===== src/rtl/trace_canvas_pkg.sv =====
// ============================================================================
// Module   : trace_canvas_pkg
// Purpose  : Shared encodings and default colours for the sketch canvas engine
// Revision : 1.0 - initial release
// ============================================================================
`default_nettype none

package trace_canvas_pkg;

    localparam logic [1:0] PEN_MOVE  = 2'b00;
    localparam logic [1:0] PEN_DRAW  = 2'b01;
    localparam logic [1:0] PEN_ERASE = 2'b10;

    typedef enum logic [0:0] {
        IDLE  = 1'b0,
        CLEAR = 1'b1
    } state_t;

    localparam logic [11:0] C_INK_RGB = 12'h000;
    localparam logic [11:0] C_BG_RGB  = 12'hCCC;
    localparam logic [11:0] C_CUR_RGB = 12'hF00;

endpackage

`default_nettype wire


===== src/rtl/trace_canvas_gen_ram.sv =====
// ============================================================================
// Module   : canvas_ram
// Purpose  : 1-bit simple dual-port tile bitmap, synchronous read (latency 1)
// Revision : 1.0 - initial release
// ============================================================================
`default_nettype none

module canvas_ram #(
    parameter int DEPTH = 2400,
    parameter int AW    = 12
) (
    input  logic          clk,
    input  logic          we,
    input  logic [AW-1:0] waddr,
    input  logic          wdata,
    input  logic [AW-1:0] raddr,
    output logic          rdata
);

    logic r_mem [DEPTH];
    logic r_rdata;

    always_ff @(posedge clk) begin
        if (we) begin
            r_mem[waddr] <= wdata;
        end
        r_rdata <= r_mem[raddr];
    end

    assign rdata = r_rdata;

endmodule

`default_nettype wire


===== src/rtl/trace_canvas_gen.sv =====
// ============================================================================
// Module   : trace_canvas_gen
// Purpose  : Etch-A-Sketch canvas: pen cursor, tile bitmap, clear sweep, RGB render
// Revision : 1.0 - initial release
// ============================================================================
`default_nettype none

module trace_canvas_gen
    import trace_canvas_pkg::*;
#(
    parameter int          TILE_W    = 8,
    parameter int          TILE_H    = 16,
    parameter int          COLS      = 80,
    parameter int          ROWS      = 30,
    parameter int          WRAP      = 1,
    parameter int          BLINK_CYC = 25000000,
    parameter logic [11:0] INK_RGB   = C_INK_RGB,
    parameter logic [11:0] BG_RGB    = C_BG_RGB,
    parameter logic [11:0] CUR_RGB   = C_CUR_RGB,
    localparam int         CXW       = (COLS > 1) ? $clog2(COLS) : 1,
    localparam int         CYW       = (ROWS > 1) ? $clog2(ROWS) : 1
) (
    input  logic           clk,
    input  logic           reset,
    input  logic           step_xr,
    input  logic           step_xl,
    input  logic           step_yu,
    input  logic           step_yd,
    input  logic [1:0]     pen_mode,
    input  logic           clear_req,
    input  logic           video_on,
    input  logic [9:0]     x,
    input  logic [9:0]     y,
    output logic [11:0]    rgb,
    output logic           busy,
    output logic [CXW-1:0] cur_x,
    output logic [CYW-1:0] cur_y
);

    localparam int DEPTH = COLS * ROWS;
    localparam int AW    = (DEPTH > 1) ? $clog2(DEPTH) : 1;
    localparam int TW_SH = $clog2(TILE_W);
    localparam int TH_SH = $clog2(TILE_H);

    localparam logic [AW-1:0]  C_LAST    = AW'(DEPTH - 1);
    localparam logic [AW-1:0]  C_COLS    = AW'(COLS);
    localparam logic [CXW-1:0] C_COL_MAX = CXW'(COLS - 1);
    localparam logic [CYW-1:0] C_ROW_MAX = CYW'(ROWS - 1);

    state_t         r_state, w_state_nxt;
    logic [AW-1:0]  r_sweep, w_sweep_nxt;
    logic [CXW-1:0] r_cur_x, w_cur_x_nxt;
    logic [CYW-1:0] r_cur_y, w_cur_y_nxt;
    logic           w_we, w_wdata, w_rd_bit, w_phase;
    logic [AW-1:0]  w_waddr, w_raddr, w_pen_addr;
    logic [9:0]     w_col, w_row;
    logic           w_in_grid, w_hit;
    logic           r_s1_vo, r_s1_in_grid, r_s1_hit;
    logic [11:0]    r_rgb;

    always_ff @(posedge clk or posedge reset) begin
        if (reset) begin
            r_state <= CLEAR;
            r_sweep <= '0;
        end else begin
            r_state <= w_state_nxt;
            r_sweep <= w_sweep_nxt;
        end
    end

    always_comb begin
        w_state_nxt = r_state;
        w_sweep_nxt = r_sweep;
        case (r_state)
            IDLE: begin
                if (clear_req) begin
                    w_state_nxt = CLEAR;
                    w_sweep_nxt = '0;
                end
            end
            CLEAR: begin
                if (r_sweep == C_LAST) begin
                    w_state_nxt = IDLE;
                    w_sweep_nxt = '0;
                end else begin
                    w_sweep_nxt = r_sweep + 1'b1;
                end
            end
            default: w_state_nxt = IDLE;
        endcase
    end

    // Opposing pulses on one axis cancel; edges wrap or hold depending on WRAP.
    always_comb begin
        w_cur_x_nxt = r_cur_x;
        w_cur_y_nxt = r_cur_y;
        if (step_xr && !step_xl) begin
            w_cur_x_nxt = (r_cur_x == C_COL_MAX) ? ((WRAP != 0) ? '0 : r_cur_x) : r_cur_x + 1'b1;
        end else if (step_xl && !step_xr) begin
            w_cur_x_nxt = (r_cur_x == '0) ? ((WRAP != 0) ? C_COL_MAX : r_cur_x) : r_cur_x - 1'b1;
        end
        if (step_yd && !step_yu) begin
            w_cur_y_nxt = (r_cur_y == C_ROW_MAX) ? ((WRAP != 0) ? '0 : r_cur_y) : r_cur_y + 1'b1;
        end else if (step_yu && !step_yd) begin
            w_cur_y_nxt = (r_cur_y == '0) ? ((WRAP != 0) ? C_ROW_MAX : r_cur_y) : r_cur_y - 1'b1;
        end
    end

    always_ff @(posedge clk or posedge reset) begin
        if (reset) begin
            r_cur_x <= CXW'(COLS / 2);
            r_cur_y <= CYW'(ROWS / 2);
        end else if (r_state == IDLE) begin
            r_cur_x <= w_cur_x_nxt;
            r_cur_y <= w_cur_y_nxt;
        end
    end

    assign w_pen_addr = AW'(r_cur_y) * C_COLS + AW'(r_cur_x);

    // The sweep owns the write port; pen writes only happen while idle.
    always_comb begin
        w_we    = 1'b0;
        w_waddr = r_sweep;
        w_wdata = 1'b0;
        if (r_state == CLEAR) begin
            w_we = 1'b1;
        end else if (pen_mode == PEN_DRAW || pen_mode == PEN_ERASE) begin
            w_we    = 1'b1;
            w_waddr = w_pen_addr;
            w_wdata = (pen_mode == PEN_DRAW);
        end
    end

    assign w_col     = x >> TW_SH;
    assign w_row     = y >> TH_SH;
    assign w_in_grid = (w_col < 10'(COLS)) && (w_row < 10'(ROWS));
    assign w_raddr   = w_in_grid ? (AW'(w_row) * C_COLS + AW'(w_col)) : '0;
    assign w_hit     = (w_col == 10'(r_cur_x)) && (w_row == 10'(r_cur_y));

    canvas_ram #(
        .DEPTH (DEPTH),
        .AW    (AW)
    ) u_ram (
        .clk   (clk),
        .we    (w_we),
        .waddr (w_waddr),
        .wdata (w_wdata),
        .raddr (w_raddr),
        .rdata (w_rd_bit)
    );

    generate
        if (BLINK_CYC == 0) begin : g_blink_off
            assign w_phase = 1'b1;
        end else begin : g_blink_on
            localparam int BW = (BLINK_CYC > 1) ? $clog2(BLINK_CYC) : 1;
            localparam logic [BW-1:0] C_BLINK_LAST = BW'(BLINK_CYC - 1);
            logic [BW-1:0] r_cnt;
            logic          r_phase;
            always_ff @(posedge clk or posedge reset) begin
                if (reset) begin
                    r_cnt   <= '0;
                    r_phase <= 1'b1;
                end else if (r_cnt == C_BLINK_LAST) begin
                    r_cnt   <= '0;
                    r_phase <= ~r_phase;
                end else begin
                    r_cnt <= r_cnt + 1'b1;
                end
            end
            assign w_phase = r_phase;
        end
    endgenerate

    always_ff @(posedge clk or posedge reset) begin
        if (reset) begin
            r_s1_vo      <= 1'b0;
            r_s1_in_grid <= 1'b0;
            r_s1_hit     <= 1'b0;
            r_rgb        <= '0;
        end else begin
            r_s1_vo      <= video_on;
            r_s1_in_grid <= w_in_grid;
            r_s1_hit     <= w_hit;
            if (!r_s1_vo) begin
                r_rgb <= '0;
            end else if (!r_s1_in_grid) begin
                r_rgb <= BG_RGB;
            end else if (r_s1_hit && w_phase) begin
                r_rgb <= CUR_RGB;
            end else if (w_rd_bit) begin
                r_rgb <= INK_RGB;
            end else begin
                r_rgb <= BG_RGB;
            end
        end
    end

    assign rgb   = r_rgb;
    assign busy  = (r_state == CLEAR);
    assign cur_x = r_cur_x;
    assign cur_y = r_cur_y;

endmodule

`default_nettype wire


===== config.mk =====
export PLATFORM = sky130hd
export DESIGN_NAME = trace_canvas_gen
export DESIGN_NICKNAME = d
export VERILOG_FILES = /design/src/rtl/trace_canvas_pkg.sv /design/src/rtl/trace_canvas_gen_ram.sv /design/src/rtl/trace_canvas_gen.sv
export SDC_FILE = /design/constraint.sdc
export NUM_CORES = 2
export LEC_CHECK = 0
export ABC_AREA = 0
export BUFFER_PORTS_ARGS = -buffer_cell sky130_fd_sc_hd__clkbuf_2
export CORE_MARGIN = 2
export CORE_UTILIZATION = 39
export CTS_CLUSTER_DIAMETER = 40
export DETAILED_ROUTE_END_ITERATION = 12
export SLEW_MARGIN = 20
export SYNTH_ARGS = -nofsm -noshare
export SYNTH_HDL_FRONTEND = slang
export SYNTH_SLANG_ARGS = --single-unit

===== constraint.sdc =====
create_clock -name clk -period 93.3 [get_ports clk]
set_clock_uncertainty 0.05 [all_clocks]
set_input_delay 18.66 -clock clk [delete_from_list [all_inputs] [get_ports clk]]
set_output_delay 18.66 -clock clk [all_outputs]
set_load 0.05 [all_outputs]

==> results.json <==
{
  "status": "finished, violations left",
  "violations": "design-rule violations",
  "grt_pass1_wl_um": 568900,
  "grt_setup_unrepaired": "no",
  "hp-start": "u_ram.rdata",
  "crit_arrival_ns": 25.70,
  "worstPathBufferInverterCount": 6,
  "synth_top_cell_area_share_pct": 64.90,
  "slew_headroom_pct": 10.08,
  "synth_cell_type_count": 94,
  "drt_iter0_drc": 13160,
  "cpMostUsedCell": "buf_4",
  "r2r_start": "cur_y[1]",
  "path_max_fanout": 33,
  "drv_slew": 0,
  "final.setup.tns_ns": 0,
  "tritoncts": "yes",
  "ctsHoldBuffers": 0,
  "worstSkewPairLatency_ns": 0.96,
  "setup_viol": 0,
  "p_int_w": 0.002152,
  "rr_endpoint": "u_ram.r_mem[1067]",
  "coreArea_sq_um": 282800,
  "ant_nets": 0,
  "final_layout_size_suffix_gt1_share_pct": 14.72,
  "use_met1_pct": 35.80,
  "cpPeakStageDelay_ns": 0.85,
  "ys_ff_latch": 2458,
  "power.leakage_nw": 42.97,
  "via_per_inst": 6.276,
  "grt.met3_usage_pct": 6.711,
  "synth_area_leaders": "edfxtp_1 (65%), nor2_1 (9.0%), mux2i_1 (3.5%), clkbuf_1 (1.9%), mux2_2 (1.7%)",
  "clockRootBuffer": "clkbuf_16",
  "synthArstFlopShare_pct": 2.319,
  "dr.pass1.iters": 12,
  "die_w_um": 537.6,
  "cts.clk_slew.worst_paths_ns": 0.05,
  "fin_crit_sh_pct": 26.82,
  "wl_um": 408200,
  "p_per_area_nw_per_um2": 21.91,
  "cp_top_family": "compound AO/OA/AOI/OAI gates",
  "use_met2_pct": 42.91,
  "critPathSlowestCell": "o31ai_1",
  "clock.fmax_mhz": 39.96,
  "grt_pass1_vias": 78310,
  "synth_most_common_cell": "nor2_1",
  "hold_viol_final": 0,
  "drc": 3,
  "nets": 9107,
  "die_y_um": 537.6,
  "area_growth_pct": 15.26,
  "synthFlopType": "edfxtp_1",
  "yosys.area.top_type": "edfxtp_1",
  "cp-end-kind": "register",
  "grt_max_degree": 296,
  "num_rows": 195,
  "crit_chain": "clkbuf_2, buf_4, buf_4, nand3_4, buf_4, buf_4, buf_4, o211ai_1, o211ai_1, o311ai_2, o31ai_1, o22ai_1, a311oi_1, o211ai_1",
  "syn_inst": 9264,
  "r2r_cells": 13,
  "p_sw_w": 0.0006524,
  "cts_setup_buffers": 0,
  "ys_seq_area_share_pct": 66.21,
  "hpwlAfterDp_um": 214600,
  "yosys_warnings": 0,
  "top_usage_layer": "met2",
  "io_pins": 55,
  "cap_violations": 0,
  "die_area_sq_um": 289000,
  "grt_use_total_pct": 27.53,
  "io_buffers": 43,
  "crit_required_ns": 93.97,
  "fin_ws_ns": 68.28,
  "ff2ff_setup_slack_ns": 87.96,
  "cts_sinks": 2458,
  "fin_crit_ns": 25.02,
  "numCtsBuffers": 388,
  "worstHoldEndpoint": "rgb[10]",
  "htree_levels": 5,
  "place.gp.congestion": 0.8972,
  "syn-cell-area_sq_um": 111000,
  "netlist_top_cells_count": "nor2_1 (2662), edfxtp_1 (2400), clkbuf_1 (569)",
  "critPathLaunchType": "primary input",
  "p_seq_share_pct": 42.7,
  "cts_buffer_depth": 4,
  "grt_overflow": 0,
  "tightest_slew_ns": 1.338,
  "finalHoldWorstSlack_ns": 0.3829,
  "path_class": "in -> reg",
  "ctsResizeCount": 0,
  "antenna_found_initial": 30,
  "num_vias": 82250,
  "preCtsSetupSlack_ns": 67.56,
  "p_clk_share_pct": 52.0,
  "hold_path.class": "reg -> reg",
  "min_path_cells": 1,
  "p_comb_share_pct": 5.3,
  "syn_avg_cell_area_sq_um": 11.99,
  "routedWlPerCell_um": 31.15,
  "swShare_pct": 23.26,
  "synth-edff-count": 2400,
  "start_util_pct": 39.27,
  "ir_worst_vdd_mv": 0.02214
}
metrics by stage:
stage          util (%)  power [W]  cells  cell area (sq um)
6_report          45.26   0.002805  13110             128000
5_1_grt           45.26   0.002856  13100             128000
4_1_cts           45.21   0.002802  13090             127800
3_5_place_dp      40.60   0.001361  12390             114800
3_3_place_gp      40.59   0.001360  12390             114800
2_1_floorplan         -   0.001297   9267             111100
flip-flops by register name, summed over array words and instances (netlist names):
signal	flops
u_ram.r_mem	2400
g_blink_on.r_phase	1
r_s1_vo	1
busy	1
g_blink_on.r_cnt	25
r_sweep	12
r_s1_in_grid	1
r_s1_hit	1
rgb	3
u_ram.rdata	1
cur_y	5
cur_x	7
worst max-delay path by stage:
stage / from / end / slack, ns / cells after the start
2_1_floorplan: pen_mode[1] / u_ram.r_mem[0] / 4.15 / 3
3_3_place_gp: x[6] / u_ram.rdata / 67.57 / 14
3_5_place_dp: x[6] / u_ram.rdata / 67.56 / 14
4_1_cts: x[6] / u_ram.rdata / 68.57 / 14
5_1_grt: x[5] / u_ram.rdata / 68.60 / 15
6_report: x[6] / u_ram.rdata / 68.28 / 14
power by group through the flow:
| stage | sequential (W) | combinational, W | clock (W) |
|---|---|---|---|
| 2_1_floorplan | 0.00122 | 0.0000780 | 0 |
| 3_3_place_gp | 0.00122 | 0.000142 | 0 |
| 3_5_place_dp | 0.00122 | 0.000142 | 0 |
| 4_1_cts | 0.00120 | 0.000142 | 0.00146 |
| 5_1_grt | 0.00120 | 0.000150 | 0.00151 |
| 6_report | 0.00120 | 0.000149 | 0.00146 |
worst reg2reg max path, stage by stage (launching register included):
cell and delay [ns]:
dfstp_2 0.67, ha_1 0.28, ha_1 0.23, fa_1 0.50
nand2_1 0.09, nor2_1 0.06, a31o_2 0.24, a221oi_1 0.25
a21oi_1 0.23, or2_2 0.41, nor2_2 0.46, nand2_2 0.75
buf_4 0.57, nor2_1 0.23
layout by cell type, fill, tap and decap left out, drive strengths merged, types with 60 or more instances in the layout:
master | Yosys | layout
nor2 | 2665 | 2665
mux4 | 66 | 66
clkbuf | 570 | 465
mux2i | 387 | 387
a31oi | 99 | 99
o221ai | 133 | 133
clkinv | 1 | 123
o22ai | 173 | 173
a211oi | 118 | 118
nand3 | 87 | 87
clkinvlp | 0 | 60
mux2 | 170 | 170
nand2 | 395 | 395
buf | 351 | 267
a21oi | 268 | 268
o21ai | 317 | 317
inv | 51 | 89
o211ai | 105 | 105
edfxtp | 2400 | 2400
nor3 | 107 | 107
routing by layer:
layer	vias to the layer above	part of all wire [%]	wire length, um
li1	33490	-	-
met1	41780	37	149500
met2	5733	45	181700
met3	1216	13	53670
met4	20	5.6	23020
met5	-	0.089	362
kinds of logic after synthesis:
| logic type | after synthesis | synth area share (%) |
|---|---|---|
| flip-flops | 2458 | 66.21 |
| XOR/XNOR | 51 | 0.4022 |
| AND/OR/NAND/NOR | 3529 | 12.92 |
| multiplexers | 623 | 6.551 |
| other | 1 | 0.003377 |
| adder cells (fa/ha/maj) | 34 | 0.4101 |
| AO/OA/AOI/OAI | 1595 | 9.711 |
| buffers and inverters | 973 | 3.788 |
final cells by class:
class	instances	area, sq um
Antenna cell	11	27.53
Multi-Input combinational cell	5836	33980
Sequential cell	2458	73530
Clock inverter	273	3118
Tap cell	3743	4683
Inverter	52	211.5
Timing Repair Buffer	307	2529
Clock buffer	425	9922
Fill cell	25480	154800
(Power assumes the default switching activity.)
